$ cat src/rtl/jb_lphy_frm_mrkr_gen_if.sv
// Frame-marker generator bus: control-block settings in, LPHY markers and frame status out.
interface jb_lphy_frm_mrkr_gen_if;
    logic                  frame_sync;
    logic [1:0]            frm_mrkr_gen_enable;
    logic [1:0]            frm_mrkr_gen_trigger;
    logic [1:0][3:0]       dl_stream_en;
    logic [1:0][3:0]       ul_stream_en;
    logic [1:0][31:0]      dl_frm_mrkr_cntr_ns;
    logic [1:0][31:0]      ul_frm_mrkr_cntr_ns;
    logic [1:0][31:0]      prach_frm_mrkr_cntr_ns;
    logic [1:0]            dl_frm_mrkr;
    logic [1:0]            ul_frm_mrkr;
    logic [1:0]            prach_frm_mrkr;
    logic [23:0]           frm_ns;
    logic                  frame_start;
    logic [9:0]            sfn;
    logic [1:0]            car_running;
    logic [1:0]            cfg_err;

    modport master (
        output frame_sync, frm_mrkr_gen_enable, frm_mrkr_gen_trigger,
               dl_stream_en, ul_stream_en,
               dl_frm_mrkr_cntr_ns, ul_frm_mrkr_cntr_ns, prach_frm_mrkr_cntr_ns,
        input  dl_frm_mrkr, ul_frm_mrkr, prach_frm_mrkr,
               frm_ns, frame_start, sfn, car_running, cfg_err
    );

    modport slave (
        input  frame_sync, frm_mrkr_gen_enable, frm_mrkr_gen_trigger,
               dl_stream_en, ul_stream_en,
               dl_frm_mrkr_cntr_ns, ul_frm_mrkr_cntr_ns, prach_frm_mrkr_cntr_ns,
        output dl_frm_mrkr, ul_frm_mrkr, prach_frm_mrkr,
               frm_ns, frame_start, sfn, car_running, cfg_err
    );
endinterface

$ cat src/rtl/jb_lphy_frm_mrkr_gen.sv
// Per-carrier DL/UL/PRACH frame-marker pulse generator driven by a free-running
// ns frame counter that frame_sync can re-align at any point.
module jb_lphy_frm_mrkr_gen #(
    parameter int NS_INC   = 4,
    parameter int FRAME_NS = 10_000_000
) (
    input  logic                   clk,
    input  logic                   rst,
    jb_lphy_frm_mrkr_gen_if.slave  bus
);
    localparam logic [23:0] INC_NS  = 24'(NS_INC);
    localparam logic [23:0] LAST_NS = 24'(FRAME_NS - NS_INC);
    localparam logic [31:0] FRM_LEN = 32'(FRAME_NS);

    typedef enum logic [1:0] {ST_IDLE, ST_ARMED, ST_RUN} state_t;

    logic [23:0]       frm_ns_q, frm_ns_d, prev_ns_q;
    logic              frame_start_q, frame_start_d;
    logic [9:0]        sfn_q, sfn_d;
    logic [1:0]        trig_q, rise;
    state_t [1:0]      state_q, state_d;
    logic [1:0]        shadow_ld;
    logic [1:0][31:0]  dl_sh_q, ul_sh_q, pr_sh_q;
    logic [1:0][31:0]  dl_sh_d, ul_sh_d, pr_sh_d;
    logic [1:0]        dl_mrkr_q, ul_mrkr_q, pr_mrkr_q;
    logic [1:0]        dl_mrkr_d, ul_mrkr_d, pr_mrkr_d;
    logic [1:0]        cfg_err_q, cfg_err_d;

    // A frame_start cycle compares against live offsets: it also catches offsets
    // skipped by the wrap window or cut short by an early frame_sync.
    function automatic logic hit(input logic [31:0] off, input logic [23:0] cur,
                                 input logic [23:0] prev, input logic fs,
                                 input state_t st);
        logic [31:0] c32;
        logic [31:0] p32;
        logic        fire;
        c32  = {8'd0, cur};
        p32  = {8'd0, prev};
        fire = 1'b0;
        if (off < FRM_LEN) begin
            if (st == ST_RUN)
                fire = fs ? ((off == 32'd0) || (off > p32)) : ((p32 < off) && (off <= c32));
            else if (st == ST_ARMED)
                fire = fs && (off == 32'd0);
        end
        return fire;
    endfunction

    always_comb begin
        frame_start_d = (frm_ns_q == LAST_NS) || bus.frame_sync;
        frm_ns_d      = frame_start_d ? 24'd0 : frm_ns_q + INC_NS;
        sfn_d         = frame_start_d ? sfn_q + 10'd1 : sfn_q;
    end

    assign rise = bus.frm_mrkr_gen_trigger & ~trig_q;

    always_comb begin
        state_d   = state_q;
        shadow_ld = '0;
        dl_sh_d   = dl_sh_q;
        ul_sh_d   = ul_sh_q;
        pr_sh_d   = pr_sh_q;
        dl_mrkr_d = '0;
        ul_mrkr_d = '0;
        pr_mrkr_d = '0;
        cfg_err_d = cfg_err_q;
        for (int c = 0; c < 2; c++) begin
            if (!bus.frm_mrkr_gen_enable[c]) begin
                state_d[c] = ST_IDLE;
            end else begin
                case (state_q[c])
                    ST_IDLE:  if (rise[c]) state_d[c] = ST_ARMED;
                    ST_ARMED: if (frame_start_q) state_d[c] = ST_RUN;
                    ST_RUN:   state_d[c] = ST_RUN;
                    default:  state_d[c] = ST_IDLE;
                endcase
            end

            shadow_ld[c] = frame_start_q && (state_q[c] != ST_IDLE);
            if (shadow_ld[c]) begin
                dl_sh_d[c] = bus.dl_frm_mrkr_cntr_ns[c];
                ul_sh_d[c] = bus.ul_frm_mrkr_cntr_ns[c];
                pr_sh_d[c] = bus.prach_frm_mrkr_cntr_ns[c];
            end

            dl_mrkr_d[c] = (|bus.dl_stream_en[c]) &&
                hit(frame_start_q ? bus.dl_frm_mrkr_cntr_ns[c] : dl_sh_q[c],
                    frm_ns_q, prev_ns_q, frame_start_q, state_q[c]);
            ul_mrkr_d[c] = (|bus.ul_stream_en[c]) &&
                hit(frame_start_q ? bus.ul_frm_mrkr_cntr_ns[c] : ul_sh_q[c],
                    frm_ns_q, prev_ns_q, frame_start_q, state_q[c]);
            pr_mrkr_d[c] = (|bus.ul_stream_en[c]) &&
                hit(frame_start_q ? bus.prach_frm_mrkr_cntr_ns[c] : pr_sh_q[c],
                    frm_ns_q, prev_ns_q, frame_start_q, state_q[c]);

            if (!bus.frm_mrkr_gen_enable[c])
                cfg_err_d[c] = 1'b0;
            else if (shadow_ld[c] && ((bus.dl_frm_mrkr_cntr_ns[c] >= FRM_LEN) ||
                                      (bus.ul_frm_mrkr_cntr_ns[c] >= FRM_LEN) ||
                                      (bus.prach_frm_mrkr_cntr_ns[c] >= FRM_LEN)))
                cfg_err_d[c] = 1'b1;
        end
    end

    always_ff @(posedge clk or posedge rst) begin
        if (rst) begin
            frm_ns_q      <= '0;
            prev_ns_q     <= '0;
            frame_start_q <= 1'b0;
            sfn_q         <= '0;
            trig_q        <= '0;
            state_q       <= {ST_IDLE, ST_IDLE};
            dl_sh_q       <= '0;
            ul_sh_q       <= '0;
            pr_sh_q       <= '0;
            dl_mrkr_q     <= '0;
            ul_mrkr_q     <= '0;
            pr_mrkr_q     <= '0;
            cfg_err_q     <= '0;
        end else begin
            frm_ns_q      <= frm_ns_d;
            prev_ns_q     <= frm_ns_q;
            frame_start_q <= frame_start_d;
            sfn_q         <= sfn_d;
            trig_q        <= bus.frm_mrkr_gen_trigger;
            state_q       <= state_d;
            dl_sh_q       <= dl_sh_d;
            ul_sh_q       <= ul_sh_d;
            pr_sh_q       <= pr_sh_d;
            dl_mrkr_q     <= dl_mrkr_d;
            ul_mrkr_q     <= ul_mrkr_d;
            pr_mrkr_q     <= pr_mrkr_d;
            cfg_err_q     <= cfg_err_d;
        end
    end

    assign bus.frm_ns         = frm_ns_q;
    assign bus.frame_start    = frame_start_q;
    assign bus.sfn            = sfn_q;
    assign bus.dl_frm_mrkr    = dl_mrkr_q;
    assign bus.ul_frm_mrkr    = ul_mrkr_q;
    assign bus.prach_frm_mrkr = pr_mrkr_q;
    assign bus.cfg_err        = cfg_err_q;
    assign bus.car_running    = {state_q[1] == ST_RUN, state_q[0] == ST_RUN};
endmodule

$ cat src/flat_wrapper.sv
// flat-port wrapper written by rule: the top's interface ports become plain ports
module jb_lphy_frm_mrkr_gen_flat 
#(
    parameter int NS_INC   = 4,
    parameter int FRAME_NS = 10_000_000
)
  (clk, rst, bus_frame_sync, bus_frm_mrkr_gen_enable, bus_frm_mrkr_gen_trigger, bus_dl_stream_en, bus_ul_stream_en, bus_dl_frm_mrkr_cntr_ns, bus_ul_frm_mrkr_cntr_ns, bus_prach_frm_mrkr_cntr_ns, bus_dl_frm_mrkr, bus_ul_frm_mrkr, bus_prach_frm_mrkr, bus_frm_ns, bus_frame_start, bus_sfn, bus_car_running, bus_cfg_err);
  jb_lphy_frm_mrkr_gen_if bus_i ();
  input  logic clk;
  input  logic rst;
  input wire logic [$bits(bus_i.frame_sync)-1:0] bus_frame_sync;
  input wire logic [$bits(bus_i.frm_mrkr_gen_enable)-1:0] bus_frm_mrkr_gen_enable;
  input wire logic [$bits(bus_i.frm_mrkr_gen_trigger)-1:0] bus_frm_mrkr_gen_trigger;
  input wire logic [$bits(bus_i.dl_stream_en)-1:0] bus_dl_stream_en;
  input wire logic [$bits(bus_i.ul_stream_en)-1:0] bus_ul_stream_en;
  input wire logic [$bits(bus_i.dl_frm_mrkr_cntr_ns)-1:0] bus_dl_frm_mrkr_cntr_ns;
  input wire logic [$bits(bus_i.ul_frm_mrkr_cntr_ns)-1:0] bus_ul_frm_mrkr_cntr_ns;
  input wire logic [$bits(bus_i.prach_frm_mrkr_cntr_ns)-1:0] bus_prach_frm_mrkr_cntr_ns;
  output wire logic [$bits(bus_i.dl_frm_mrkr)-1:0] bus_dl_frm_mrkr;
  output wire logic [$bits(bus_i.ul_frm_mrkr)-1:0] bus_ul_frm_mrkr;
  output wire logic [$bits(bus_i.prach_frm_mrkr)-1:0] bus_prach_frm_mrkr;
  output wire logic [$bits(bus_i.frm_ns)-1:0] bus_frm_ns;
  output wire logic [$bits(bus_i.frame_start)-1:0] bus_frame_start;
  output wire logic [$bits(bus_i.sfn)-1:0] bus_sfn;
  output wire logic [$bits(bus_i.car_running)-1:0] bus_car_running;
  output wire logic [$bits(bus_i.cfg_err)-1:0] bus_cfg_err;
  assign bus_i.frame_sync = bus_frame_sync;
  assign bus_i.frm_mrkr_gen_enable = bus_frm_mrkr_gen_enable;
  assign bus_i.frm_mrkr_gen_trigger = bus_frm_mrkr_gen_trigger;
  assign bus_i.dl_stream_en = bus_dl_stream_en;
  assign bus_i.ul_stream_en = bus_ul_stream_en;
  assign bus_i.dl_frm_mrkr_cntr_ns = bus_dl_frm_mrkr_cntr_ns;
  assign bus_i.ul_frm_mrkr_cntr_ns = bus_ul_frm_mrkr_cntr_ns;
  assign bus_i.prach_frm_mrkr_cntr_ns = bus_prach_frm_mrkr_cntr_ns;
  assign bus_dl_frm_mrkr = bus_i.dl_frm_mrkr;
  assign bus_ul_frm_mrkr = bus_i.ul_frm_mrkr;
  assign bus_prach_frm_mrkr = bus_i.prach_frm_mrkr;
  assign bus_frm_ns = bus_i.frm_ns;
  assign bus_frame_start = bus_i.frame_start;
  assign bus_sfn = bus_i.sfn;
  assign bus_car_running = bus_i.car_running;
  assign bus_cfg_err = bus_i.cfg_err;
  jb_lphy_frm_mrkr_gen #(.NS_INC(NS_INC), .FRAME_NS(FRAME_NS)) u_core (.clk(clk), .rst(rst), .bus(bus_i));
endmodule
$ cat config.mk
export PLATFORM = sky130hd
export DESIGN_NAME = jb_lphy_frm_mrkr_gen_flat
export DESIGN_NICKNAME = d
export VERILOG_FILES = /design/src/rtl/jb_lphy_frm_mrkr_gen_if.sv /design/src/rtl/jb_lphy_frm_mrkr_gen.sv /design/src/flat_wrapper.sv
export SDC_FILE = /design/constraint.sdc
export NUM_CORES = 1
export LEC_CHECK = 0
export BUFFER_PORTS_ARGS = -buffer_cell sky130_fd_sc_hd__buf_4
export CAP_MARGIN = 20
export CORE_ASPECT_RATIO = 0.8
export CORE_MARGIN = 5
export CORE_UTILIZATION = 55
export DETAILED_ROUTE_END_ITERATION = 10
export PLACE_DENSITY_LB_ADDON = 0.08
export SLEW_MARGIN = 10
export SYNTH_ARGS = -nofsm -noshare
export SYNTH_HDL_FRONTEND = slang
export SYNTH_SLANG_ARGS = --single-unit
$ cat constraint.sdc
create_clock -name clk -period 11.2 [get_ports clk]
set_input_delay 1.68 -clock clk [delete_from_list [all_inputs] [get_ports clk]]
set_output_delay 1.68 -clock clk [all_outputs]
set_load 0.1 [all_outputs]
# Word level (Yosys, flattened, before mapping)
# Index checks and enable logic that the tools add are counted.
# W data, S select, Z words.
[word_totals]
out_inout_bits = 45
in_bits = 215
register_bits = 265
elab_cells = 154
[op_classes]
magnitude_cmp = 30
n_bitwise = 2
muxes = 42
reduce_logical = 49
n_eq_ne = 11
n_addsub = 2
[op_table]
columns = ["cell", "count"]
rows = [
  ["$ge A32 B24 Y1 const B", 6],
  ["$gt A32 B24 Y1", 6],
  ["$le A32 B24 Y1", 6],
  ["$logic_not A32 Y1", 6],
  ["$lt A24 B32 Y1", 6],
  ["$lt A32 B24 Y1 const B", 6],
  ["$mux W32", 6],
  ["$mux W1", 28],
  ["$add A24 B3 Y24 const B", 1],
  ["$eq A24 B24 Y1 const B", 1],
  ["$mux W24", 1],
  ["$logic_and A1 B1 Y1", 22],
  ["$reduce_or A4 Y1", 4],
  ["$ne A3 B2 Y1 const B", 4],
  ["$pmux W2 S3", 2],
  ["$logic_or A1 B1 Y1", 11],
  ["$add A10 B1 Y10 const B", 1],
  ["$mux W2", 5],
  ["$eq A2 B1 Y1 const B", 2],
  ["$eq A2 B2 Y1 const B", 2],
  ["$logic_not A2 Y1", 2],
  ["$ne A2 B1 Y1 const B", 2],
  ["$reduce_and A2 Y1", 2],
  ["$reduce_bool A2 Y1", 2],
  ["other kinds (2)", 2],
]

# Logic depth before layout (Yosys ltp)
# Gate-level depths: netlist of run 1.
[depth]
depth_word = 7
ltp_mapped = 15
depth_no_buf = 9

# Worst setup path after synthesis of run 1
# Ideal clock, no wire load.
[synth_path]
kind = "reg-to-reg"
startpoint = "reg u_core.frame_start_q (netlist: u_core.bus.frame_start)"
endpoint = "reg u_core.dl_mrkr_q[0] (netlist: u_core.bus.dl_frm_mrkr[0])"
n_path_buf = 7
t_required_ns = 11.075
setup_time_ns = 0.125
slack_ns = 6.862
stages_incl_launch_ff = 15
t_arrival_ns = 4.212
path_cell_list = "dfrtp_1 buf_6 buf_6 buf_4 buf_2 buf_2 buf_2 buf_2 mux2_2 ha_1 nand4_1 or4_1 nor3_1 o311ai_0 a2111oi_0"
[synth_between]
elab_chain_cells = 7
elab_cells_between_ends = 14
classes_between = "order compare: 4; mux: 5; reduce/logical: 5"
[synth_lines]
columns = ["element", "line_no", "source"]
rows = [
  ["start, declared", "jb_lphy_frm_mrkr_gen.sv:18", "logic frame_start_q, frame_start_d;"],
  ["start signal, assigned", "jb_lphy_frm_mrkr_gen.sv:123", "frame_start_q <= frame_start_d;"],
  ["$mux W32", "jb_lphy_frm_mrkr_gen.sv:87", "hit(frame_start_q ? bus.dl_frm_mrkr_cntr_ns[c] : dl_sh_q[c],"],
  ["$lt A24 B32 Y1, or another cell as far along", "jb_lphy_frm_mrkr_gen.sv:42", "fire = fs ? ((off == 32'd0) || (off > p32)) : ((p32 < off) && (off <= c32));"],
  ["$logic_and A1 B1 Y1, or another cell as far along", "jb_lphy_frm_mrkr_gen.sv:42", ""],
  ["$mux W1, on equally long branches", "jb_lphy_frm_mrkr_gen.sv:42, jb_lphy_frm_mrkr_gen.sv:43", ""],
  ["$mux W1", "jb_lphy_frm_mrkr_gen.sv:41", "if (st == ST_RUN)"],
  ["$mux W1 (*)", "jb_lphy_frm_mrkr_gen.sv:40", "if (off < FRM_LEN) begin"],
  ["$logic_and A1 B1 Y1 (*)", "jb_lphy_frm_mrkr_gen.sv:86", "dl_mrkr_d[c] = (|bus.dl_stream_en[c]) &&"],
  ["via u_core.dl_mrkr_d[0]", "jb_lphy_frm_mrkr_gen.sv:26", "logic [1:0] dl_mrkr_d, ul_mrkr_d, pr_mrkr_d;"],
  ["end signal, assigned", "jb_lphy_frm_mrkr_gen.sv:130", "dl_mrkr_q <= dl_mrkr_d;"],
  ["end, declared", "jb_lphy_frm_mrkr_gen.sv:25", "logic [1:0] dl_mrkr_q, ul_mrkr_q, pr_mrkr_q;"],
]
# Mark *: on every way through the listed nets, which the timed path passes. The rest lies on a longest branch.
# A chain may end at the register's enable or synchronous reset.

# Worst setup path in the final report of run 1
[layout_path]
startpoint = "reg u_core.frame_start_q (netlist: u_core.bus.frame_start)"
endpoint = "reg u_core.dl_sh_q[3] (netlist name)"
[layout_between]
elab_chain_cells = 1
[layout_lines]
columns = ["element", "line_no", "source"]
rows = [
  ["$logic_and A1 B1 Y1", "jb_lphy_frm_mrkr_gen.sv:79", "shadow_ld[c] = frame_start_q && (state_q[c] != ST_IDLE);"],
  ["end signal, assigned", "jb_lphy_frm_mrkr_gen.sv:127", "dl_sh_q <= dl_sh_d;"],
  ["end, declared", "jb_lphy_frm_mrkr_gen.sv:23", "logic [1:0][31:0] dl_sh_q, ul_sh_q, pr_sh_q;"],
]
# No other way between the ends.

==> impl_metrics.yaml, run 1 <==
cells_and_area:
  fin_nets: 2523
  layout-drive-gt1-share_pct: 30.92
  syn2layout_area_growth_pct: 17.12
  stdcell_count: 2491
  n_antenna_cell: 0
  fillers: 2748
grt:
  grt_pass1_wl_mm: 91.32
  grt_pass1_vias: 16050
  grt.overflow.total: 0
  antenna_found_initial: 1
  grt_max_degree: 96
  grt_usage_pct: 30.21
route:
  vias_per_cell: 6.377
  drcViolationCount: 0
  drtIter0Drc: 1394
  antenna_left: 0
  firstDrtPassIters: 5
  avgRoutedWirePerCell_um: 23.92
  vias: 15890
  finalWirelength_mm: 59.59
setup_path:
  critPathLaunchType: "flop"
  crit_path_end_kind: "flop"
  crit_type: "reg2reg"
  required_ns: 11.67
  reg2reg_slack_ns: 6.98
  critPathArrivalTime_ns: 4.68
  cp_max_fo: 82
min_path:
  hp-class: "reg2reg"
logic_synthesis:
  yosysUniqueCellTypes: 74
  synth_edf_count: 0
  ys_seq_area_share_pct: 34.58
  syn_inst: 1786
  synth.area.top_cells: "dfrtp_1 (35%), ha_1 (18%), mux2_2 (18%)"
  ys_ff_latch: 261
  synth_top_area_share_pct: 34.58
  yosysWarnings: 0
  synth_ff_type: "dfrtp_1"
  yosysMostFrequentCell: "mux2_2"
  synth.avg_cell_area_um2: 10.58
  synthArstFlopShare_pct: 100.0
  synthTopCellsByCount: "mux2_2 (301), ha_1 (272), dfrtp_1 (261)"
  synth_area_mm2: 0.01889
  synth_top_area_cell: "dfrtp_1"
timing:
  worst_pin_slew_ns: 1.076
  finalCriticalPeriod_ns: 4.217
  hold_ws_ns: 0.4277
  clock.fmax_ghz: 0.2371
  relSlewSlack_pct: 28.27
  fin_skew_ns: 0.03318
  rsz0062_at_grt: "no"
  setup-violations-final: 0
  report.final.slew_viol_count: 0
  min_period_over_period_pct: 37.65
  hold_violations: 0
  tns_ns: 0
clocking:
  cts_setup_buffers: 0
  clkTransAtPathRegs_ns: 0.06
  clkLatencyLatePin_ns: 0.58
  h-tree-depth: 1
  cts_resized: 0
  clockBufferDepth: 3
  tritoncts: "yes"
  cts_hold_buf: 0
  cts_buffers: 29
  cts_root_buf: "clkbuf_16"
  clock_sinks: 261
floorplanning:
  die_w_um: 217.2
  rows: 60
  die_y_um: 175.8
  initial_core_util_pct: 55.91
  core_mm2: 0.03378
  dieArea_mm2: 0.03817
  io_pins: 260
placed_design:
  dp_hpwl_mm: 44.41
  gp_congestion: 0.8972
  port_buffers: 257
  dp_cells: 2438
job:
  maxCapViolations: 0
status:
  status: "completed"
pwr:
  power_density_mw_per_mm2: 180.9
  ir_drop_mv: 0.2910
  p_leak_nw: 9.669
  power.total_mw: 4.002
[worst paths after layout]
kind                                                   from                              to  depth (start not counted)
hold / removal              u_core.bus.frm_ns[15]$_DFF_PP0_  u_core.prev_ns_q[15]$_DFF_PP0_                          0
hold reg to reg             u_core.bus.frm_ns[15]$_DFF_PP0_  u_core.prev_ns_q[15]$_DFF_PP0_                          0
max in group asynchronous                               rst   u_core.ul_sh_q[1]$_DFFE_PP0P_                          3
min in group asynchronous                               rst   u_core.bus.sfn[8]$_DFFE_PP0N_                          2
setup reg to reg           u_core.bus.frame_start$_DFF_PP0_   u_core.dl_sh_q[3]$_DFFE_PP0P_                          6
setup / recovery           u_core.bus.frame_start$_DFF_PP0_   u_core.dl_sh_q[3]$_DFFE_PP0P_                          6
[state kept, by name, summed over array words and instances (netlist names)]
| name | cells |
|---|---|
| u_core.state_q | 4 |
| u_core.bus.sfn | 10 |
| u_core.trig_q | 2 |
| u_core.bus.dl_frm_mrkr | 2 |
| u_core.bus.prach_frm_mrkr | 2 |
| u_core.bus.frm_ns | 22 |
| u_core.pr_sh_q | 64 |
| u_core.bus.frame_start | 1 |
| u_core.dl_sh_q | 64 |
| u_core.bus.cfg_err | 2 |
| u_core.ul_sh_q | 64 |
| u_core.bus.ul_frm_mrkr | 2 |
| u_core.prev_ns_q | 22 |
[metrics by stage]
stage / util [%] / worst slack (ns) / cell area (um2)
2_1_floorplan: - / 2.337 / 18890
3_3_place_gp: 62.68 / 7.074 / 21180
3_5_place_dp: 62.68 / 6.972 / 21180
4_1_cts: 65.45 / 6.943 / 22110
5_1_grt: 65.49 / 6.782 / 22120
6_report: 65.49 / 6.983 / 22120
[cells by family after synthesis]
group / synth area share, %
adders and majority gates: 18.02
DFF: 34.58
and+or+nand+nor: 12.48
buffers and inverters: 3.133
AOI/OAI and AO/OA: 11.21
other: 0.01985
xor gates and xnor gates: 1.252
muxes: 19.32
[layer usage]
layer | part of all wire, % | wire (um) | global-route usage [%]
met1 | 44 | 26070 | 43.22
met2 | 46 | 27220 | 47.92
met3 | 8.1 | 4803 | 5.618
met4 | 2.5 | 1499 | 7.081
met5 | 0 | 0 | 0
[placed cells by master, fill, tap and decap left out, types with 9 or more instances in the layout]
| cell | netlist | routed |
|---|---|---|
| a211oi_1 | 23 | 23 |
| a21o_1 | 36 | 36 |
| a21oi_1 | 103 | 103 |
| buf_4 | 5 | 266 |
| clkbuf_16 | 0 | 29 |
| dfrtp_1 | 261 | 260 |
| ha_1 | 272 | 272 |
| inv_1 | 81 | 80 |
| mux2_2 | 301 | 301 |
| mux2i_1 | 18 | 18 |
| nand2_1 | 68 | 68 |
| nand3_1 | 40 | 40 |
| nand4_1 | 73 | 73 |
| nor2_1 | 105 | 104 |
| nor3_1 | 42 | 42 |
| nor4_1 | 50 | 50 |
| o211ai_1 | 9 | 9 |
| o21ai_0 | 56 | 56 |
| o31a_1 | 9 | 9 |
| or4_1 | 16 | 16 |
| xnor2_1 | 26 | 26 |
[power breakdown]
group | internal [mW] | switching, mW
Clock | 0.549 | 0.404
Sequential | 1.27 | 0.188
Combinational | 0.761 | 0.833
Total | 2.58 | 1.42
[final cells by class]
class / instances / area (um2) / share of cell area (%)
Sequential cell: 261 / 6535 / 29.54
Multi-Input combinational cell: 1395 / 11790 / 53.27
Clock inverter: 10 / 81.33 / 0.3676
Clock buffer: 42 / 854.6 / 3.863
Inverter: 82 / 315.3 / 1.425
Timing Repair Buffer: 267 / 2009 / 9.083
Tap cell: 434 / 543.0 / 2.454
[worst max-delay path, cell delays in order, from the launching register on]
cell	delay, ns
dfrtp_4	0.79
buf_4	0.87
inv_1	0.09
buf_4	0.25
nor2_4	0.78
buf_4	0.76
mux2_2	0.42
Note: power is estimated with default switching activity, not from simulation.
==> run 2: changes to the inputs <==
Settings changed: CORE_UTILIZATION 55 to 54.
Clock period 11.2 ns to 3.65 ns, I/O delays scaled along.
==> run 2 against run 1 <==
Net effect: die area grew 1.8%; total power rose to 3.1 times the previous value; sequential cell count unchanged; critical path depth is 2 higher; routed wire length rose by 0.49%; largest cell class unchanged.
==> impl_metrics.yaml, run 2 (synthesized netlist as in run 1, its figures left out) <==
setup_path:
  crit_path_end_kind: "flop"
  critPathLaunchType: "flop"
  required_ns: 4.11
  cp_max_fo: 50
  crit_type: "reg2reg"
  critPathArrivalTime_ns: 3.79
route:
  drtIter0Drc: 1189
  drcViolationCount: 0
  vias_per_cell: 6.205
  avgRoutedWirePerCell_um: 23.54
  finalWirelength_mm: 59.89
  vias: 15790
  firstDrtPassIters: 5
  antenna_left: 0
timing:
  hold_violations: 0
  clock.fmax_ghz: 0.3006
  tns_ns: 0
  hold_ws_ns: 0.08267
  setup-violations-final: 0
  relSlewSlack_pct: 34.93
  rsz0062_at_grt: "no"
  min_period_over_period_pct: 91.13
  worst_pin_slew_ns: 0.9515
  fin_skew_ns: 0.01003
  report.final.slew_viol_count: 0
  finalCriticalPeriod_ns: 3.326
min_path:
  hp-class: "in2reg"
clocking:
  cts_hold_buf: 0
  tritoncts: "yes"
  clkTransAtPathRegs_ns: 0.06
  cts_buffers: 28
  clockBufferDepth: 3
  h-tree-depth: 1
  cts_root_buf: "clkbuf_16"
  clkLatencyLatePin_ns: 0.58
  cts_setup_buffers: 0
  cts_resized: 0
  clock_sinks: 261
status:
  status: "completed"
cells_and_area:
  n_antenna_cell: 0
  syn2layout_area_growth_pct: 18.40
  final_common_cell: "mux2_2"
  final_util_pct: 64.54
  layout-drive-gt1-share_pct: 31.56
  fin_nets: 2537
  reg.largest.list: "u_core.dl_sh_q: 64 flops, u_core.pr_sh_q: 64 flops, u_core.ul_sh_q: 64 flops"
  final_cell_mix: "mux2_2 (301), buf_4 (275), ha_1 (272), dfrtp_1 (260), nor2_1 (104)"
  fillers: 2893
floorplanning:
  io_pins: 260
  rows: 61
  die_w_um: 219.1
  core_mm2: 0.03465
  initial_core_util_pct: 54.51
  dieArea_mm2: 0.03884
  die_y_um: 177.3
placed_design:
  dp_hpwl_mm: 45.03
  port_buffers: 257
  gp_congestion: 0.9349
pwr:
  power_density_mw_per_mm2: 549.1
  ir_drop_mv: 0.6996
  p_leak_nw: 9.741
grt:
  grt_usage_pct: 29.95
  grt.overflow.total: 0
  grt_pass1_wl_mm: 90.48
  antenna_found_initial: 1
  grt_pass1_vias: 15910
  grt_max_degree: 149
job:
  maxCapViolations: 0
-- run 2: changes by cell type in the layout (fill, tap and decap cells not counted) --
cell / delta
buf_4: +9
buf_12: +7
clkinvlp_4: +3
clkbuf_1: -1
clkbuf_16: -1
clkinv_2: -1
clkinv_8: +1
dlymetal6s2s_1: -1
inv_8: -1
nor3_1: -1
nor3_2: +1
-- run 2: worst paths after layout --
check                                                 startpoint  slack [ns]                             endpoint  depth (start not counted)
worst max-delay path            u_core.bus.frame_start$_DFF_PP0_        0.32  u_core.bus.ul_frm_mrkr[0]$_DFF_PP0_                          8
worst min-delay path                 bus_frm_mrkr_gen_trigger[0]        0.08           u_core.trig_q[0]$_DFF_PP0_                          1
worst max register to register  u_core.bus.frame_start$_DFF_PP0_        0.32  u_core.bus.ul_frm_mrkr[0]$_DFF_PP0_                          8
worst min register to register   u_core.bus.frm_ns[15]$_DFF_PP0_        0.43       u_core.prev_ns_q[15]$_DFF_PP0_                          0
max in group asynchronous                                    rst        2.68     u_core.bus.frame_start$_DFF_PP0_                          3
min in group asynchronous                                    rst        0.16       u_core.ul_sh_q[57]$_DFFE_PP0P_                          3
-- run 2: layer usage --
metal | track usage [%] | wire (um) | vias up
li1 | - | - | 7334
met4 | 8.501 | 1911 | 2
met2 | 48.38 | 27570 | 509
met1 | 40.98 | 26240 | 7828
met5 | 0 | 13 | -
met3 | 6.294 | 4151 | 113
-- run 2: report_power, final --
part | leakage, nW | internal [mW] | switching, mW
combinational | 6.09 | 2.35 | 2.56
sequential | 3.19 | 3.89 | 0.572
clock | 0.457 | 1.65 | 1.26
total | 9.74 | 7.89 | 4.39
-- run 2: layout make-up --
cell class                      count  area (um2)  area share (%)
Multi-Input combinational cell   1395       11790           52.72
Sequential cell                   261        6535           29.22
Timing Repair Buffer              282        2205           9.857
Clock buffer                       40       825.8           3.692
Tap cell                          472       590.6           2.641
Inverter                           82       311.5           1.393
Clock inverter                     12       107.6          0.4811
-- run 2: critical path: stages (launching register included) --
cell      delay (ns)
dfrtp_4         0.74
buf_12          0.32
mux2i_1         0.40
inv_1           0.14
ha_1            0.35
nand4_1         0.17
nor4_1          0.52
a31oi_1         0.17
a221oi_1        0.35
-- run 2: per-stage QoR --
stage	worst slack, ns	instances	power (mW)	instance area, um2
floorplan	-0.6306	1787	7.961	18940
global placement	0.4622	2492	9.082	21430
detailed placement	0.4053	2492	9.320	21430
CTS	0.3823	2544	12.27	22370
global route	0.1984	2544	13.11	22370
finish	0.3237	2544	12.28	22370
